===== src/rtl/top_color_tracker.sv =====
// Per-level jump/landing bookkeeping for the cube generators: keeps the coloured-top mask,
// its popcount, a sticky bad-index flag and the done_move / level_done handshake outputs.
module top_color_tracker #(
  parameter int N_cube        = 20,
  parameter int SETTLE_CYCLES = 4
) (
  input  logic              clk,
  input  logic              reset,
  input  logic              jump_start,
  input  logic              land_valid,
  input  logic [4:0]        land_idx,
  input  logic              toggle_mode,
  input  logic              level_clear,
  output logic [N_cube:0]   nios_top_color,
  output logic              done_move,
  output logic [4:0]        colored_cnt,
  output logic              level_done,
  output logic              idx_err
);

  localparam int SW = (SETTLE_CYCLES > 1) ? $clog2(SETTLE_CYCLES) : 1;

  typedef enum logic [2:0] {
    S_IDLE,
    S_JUMP,
    S_UPDATE,
    S_SETTLE,
    S_DONE
  } state_t;

  state_t            r_state;
  logic [N_cube:0]   r_mask;
  logic [4:0]        r_cnt;
  logic [4:0]        r_idx;
  logic              r_tog;
  logic              r_err;
  logic              r_done_move;
  logic              r_level_done;
  logic [SW-1:0]     r_settle;

  logic [N_cube:0]   w_onehot;
  logic              w_legal;
  logic              w_was_set;

  // The one-hot is only applied when the latched index is legal, so an
  // out-of-range shift that falls off the top is harmless.
  assign w_onehot  = {{N_cube{1'b0}}, 1'b1} << r_idx;
  assign w_legal   = (r_idx <= 5'(N_cube));
  assign w_was_set = |(r_mask & w_onehot);

  always_ff @(posedge clk or negedge reset) begin
    if (!reset) begin
      r_state      <= S_IDLE;
      r_mask       <= '0;
      r_cnt        <= '0;
      r_idx        <= '0;
      r_tog        <= 1'b0;
      r_err        <= 1'b0;
      r_done_move  <= 1'b1;
      r_level_done <= 1'b0;
      r_settle     <= '0;
    end else if (level_clear) begin
      r_state      <= S_IDLE;
      r_mask       <= '0;
      r_cnt        <= '0;
      r_err        <= 1'b0;
      r_done_move  <= 1'b1;
      r_level_done <= 1'b0;
      r_settle     <= '0;
    end else begin
      case (r_state)
        S_IDLE: begin
          if (jump_start) begin
            r_state     <= S_JUMP;
            r_done_move <= 1'b0;
          end
        end
        S_JUMP: begin
          if (land_valid) begin
            r_idx   <= land_idx;
            r_tog   <= toggle_mode;
            r_state <= S_UPDATE;
          end
        end
        S_UPDATE: begin
          if (!w_legal) begin
            r_err <= 1'b1;
          end else if (r_tog) begin
            r_mask <= r_mask ^ w_onehot;
            r_cnt  <= w_was_set ? (r_cnt - 5'd1) : (r_cnt + 5'd1);
          end else if (!w_was_set) begin
            r_mask <= r_mask | w_onehot;
            r_cnt  <= r_cnt + 5'd1;
          end
          r_settle <= SW'(SETTLE_CYCLES - 1);
          r_state  <= S_SETTLE;
        end
        S_SETTLE: begin
          if (r_settle == '0) begin
            r_done_move <= 1'b1;
            if (&r_mask) begin
              r_state      <= S_DONE;
              r_level_done <= 1'b1;
            end else begin
              r_state <= S_IDLE;
            end
          end else begin
            r_settle <= r_settle - SW'(1);
          end
        end
        S_DONE: begin
          r_state <= S_DONE;
        end
        default: begin
          r_state <= S_IDLE;
        end
      endcase
    end
  end

  assign nios_top_color = r_mask;
  assign done_move      = r_done_move;
  assign colored_cnt    = r_cnt;
  assign level_done     = r_level_done;
  assign idx_err        = r_err;

endmodule


===== config.mk =====
export PLATFORM = sky130hd
export DESIGN_NAME = top_color_tracker
export DESIGN_NICKNAME = d
export VERILOG_FILES = /design/src/rtl/top_color_tracker.sv
export SDC_FILE = /design/constraint.sdc
export NUM_CORES = 1
export LEC_CHECK = 0
export ABC_AREA = 0
export CORE_MARGIN = 3
export CORE_UTILIZATION = 35
export CTS_CLUSTER_SIZE = 40
export DETAILED_ROUTE_END_ITERATION = 10
export GPL_TIMING_DRIVEN = 0
export REMOVE_ABC_BUFFERS = 1
export SYNTH_ARGS = -nofsm -noshare
export SYNTH_HDL_FRONTEND = slang
export SYNTH_SLANG_ARGS = --single-unit

===== constraint.sdc =====
create_clock -name clk -period 2.96 [get_ports clk]
set_input_delay 0.592 -clock clk [delete_from_list [all_inputs] [get_ports clk]]
set_output_delay 0.592 -clock clk [all_outputs]
set_load 0.01 [all_outputs]

==> run metrics <==
VDD IR max=496 µV; most numerous cell in the Yosys netlist=inv_1; Seq cells post-synth=40; Yosys cell types=50; Wirelength per Cell=16.4 µm; CP bufs+invs=1; dpl cell area=around 3600 µm²; Max FO, Critical Path=16; sequential area share after synthesis=31.8%; die area=10,200 µm²; Yosys warnings=0; Iter 0 DRT Violations=120; Min-Delay Path Class=primary input to async pin; Post-DP HPWL=5.50 mm; worst-skew pair later-pin latency=300 ps; ys flop type=dfrtp_1; Die Wd=101 µm; Setup CP Type=flop to flop; Storage cell area=1010 µm²; FFs w/ async S/R, synth=100%; leak pwr=1.63 nW; Reg power frac=a little under half; RSZ-0062 raised after global routing=no; Sink Count=40; share of layout cells above drive strength 1=9.82%; Setup-failing EPs final=0; global-route wire length before repair=14.2 mm; Critical Path Stages=9; dominant cells by area after synthesis=dfrtp_1 (31%), ha_1 (18%), inv_1 (5.7%); largest net degree at the start of global routing=58; Detail Route Antenna Nets=0; Final nets=452; setup bufs post-CTS=0; Worst-path clk slew=90 ps; Clock Tree Buf Depth=2; status=finished clean; area growth from synthesis to layout=18.5%; fin. max-slew vios=0; CP Data Arrival Time=2940 ps; end of the critical path=nios_top_color[11]$_DFFE_PN0P_; min cycle time layout=approximately 2700 ps; synthesized cell area=3150 µm²; RR Endpoint=nios_top_color[11]$_DFFE_PN0P_; slew margin rel.=about a fifth; initial antenna violation count=0; Psw=598 µW; die height=101 µm; vias per cell=5.45; # fillers=843; pwr/cell area=431 nW/µm²; Mapped Cells=368; final total power=~1.6 mW; CTS tree=built; Reg2Reg Depth=9; WHS=~210 ps; CTS Root Cell=clkbuf_8; clk_skew=2.64 ps; Total Routed Length=8.23 mm; gr ovfl total=0; most frequent cells after synthesis=inv_1 (48), nor2_1 (47), ha_1 (45); FF-to-FF setup slack=around 230 ps; maxcap violations=0; EDFF count, synth=0; Crit path required time=3170 ps; crit-path cells=or3b_2 > nor2_1 > ha_1 > nor2_1 > and3_2 > a21oi_4 > nor2_4 > buf_8 > o31ai_1; r2r startpoint=r_idx[3]$_DFFE_PN0P_; Final Cell Area=around 3700 µm²; Fin. Hold Viols=0; # DRC=0; # H-tree levels=2; Rows=33; area leader, netlist=dfrtp_1; Final GP Congestion=~0.81; Starting Density=37.2%; via count=2,737; startpoint types=flop; most used cell, CP=nor2_1; cell family with most CP delay=simple AND/OR/NAND/NOR gates; CP endpoint kind=flop; I/O pin count=40; Internal=1.01 mW; Syn Area/Cell=approximately 8.6 µm²; gr usage total=around 17%; core area=8460 µm²; Tightest Pin Transition=roughly 1200 ps; switch share=between 30% and 40%; Comb pwr share=a little under a quarter; Slowest cell on crit path=dfrtp_2; Final period util=92.3%; highest clock rate=366 MHz; slowest stage delay, CP=540 ps; Synth top area share=31.0%; vias in the first global route=2,795; antenna fix cells=0; Port Buffers=39; number of CTS-inserted buffers=5; share of power burned in the clock network=29.6%; CP startpoint=r_idx[3]$_DFFE_PN0P_; TritonRoute pass-1 iters=4; Finished Core Util=44.1%; footprint of the multi-input gates=1890 µm²
-- cell usage in the layout (no fill, tap or decap), types with 2 or more instances in the layout --
master and count:
o32ai_1 2, dfrtp_1 35, a2111oi_0 2, clkdlybuf4s50_1 37
o21ai_0 5, o31ai_1 21, nor4_1 3, o2111ai_1 2
mux2_2 7, a21oi_1 27, dfrtp_2 4, nand3_1 5
inv_1 48, nor4_2 3, ha_1 45, and3_1 2
nand2b_1 4, or3_1 4, nor2b_1 3, nand2_1 18
nor2_1 46, a21o_1 2, nand4_1 8, buf_2 2
a221oi_1 2, or4_1 21, clkbuf_8 5, nor3_1 4
-- metal layers --
metal / GRT usage, % / part of all wire [%] / up-vias
li1: - / - / 1348
met1: 23.3 / 47 / 1334
met4: 4.70 / 1.2 / 0
met2: 29.4 / 48 / 47
met5: 0 / 0 / -
met3: 2.63 / 2.9 / 8
-- sequential cells by signal, indices dropped and copies added, names as in the netlist --
name            flops
nios_top_color     21
idx_err             1
done_move           1
r_tog               1
r_state             3
level_done          1
r_idx               5
colored_cnt         5
r_settle            2
-- power by group through the flow --
stage / Clock (mW) / Combinational, mW / Sequential, mW
6_report: 0.476 / 0.385 / 0.749
5_1_grt: 0.498 / 0.446 / 0.769
4_1_cts: 0.482 / 0.389 / 0.741
3_5_place_dp: 0 / 0.383 / 0.751
3_3_place_gp: 0 / 0.364 / 0.744
2_1_floorplan: 0 / 0.255 / 0.700
-- cells by family after synthesis --
logic type / count (synthesis) / synth area share, %
buf+inv: 69 / 8.89
flops: 40 / 31.8
xor+xnor: 2 / 0.556
mux: 7 / 2.50
simple gates: 133 / 23.1
fa+ha+maj: 45 / 17.9
compound gates: 72 / 15.3
-- how the worst min path moves through the flow --
stage | to | slack (ps) | depth (start not counted)
6_report | colored_cnt[3]$_DFFE_PN0P_ | 210 | 1
5_1_grt | colored_cnt[3]$_DFFE_PN0P_ | 220 | 1
4_1_cts | colored_cnt[3]$_DFFE_PN0P_ | 220 | 1
2_1_floorplan | colored_cnt[0]$_DFFE_PN0P_ | 300 | 0
3_5_place_dp | idx_err$_DFFE_PN0P_ | 490 | 2
3_3_place_gp | idx_err$_DFFE_PN0P_ | 500 | 2
-- area by class of cell --
cell class / count / area share (%)
Clock buffer: 5 / 1.84
Inverter: 48 / 4.83
Timing Repair Buffer: 41 / 11.1
Clock inverter: 3 / 1.14
Sequential cell: 40 / 27.0
Multi-Input combinational cell: 260 / 50.6
Tap cell: 105 / 3.52
-- per-stage QoR --
step | setup TNS (ps) | cells | setup slack [ps]
5_1_grt | 0 | 502 | 36.4
6_report | 0 | 502 | 228
2_1_floorplan | 0 | 347 | 174
3_5_place_dp | -695 | 493 | -99.4
3_3_place_gp | -21700 | 491 | -856
4_1_cts | 0 | 502 | 76.4
-- timing repair --
action	4_1_cts	5_1_grt
pin swaps	1	1
endpoints found under the setup margin	16	19
gates cloned	1	0
hold buffers	0	0
gates resized for setup	1	4
No activity file was read; power rests on OpenSTA's default activity.
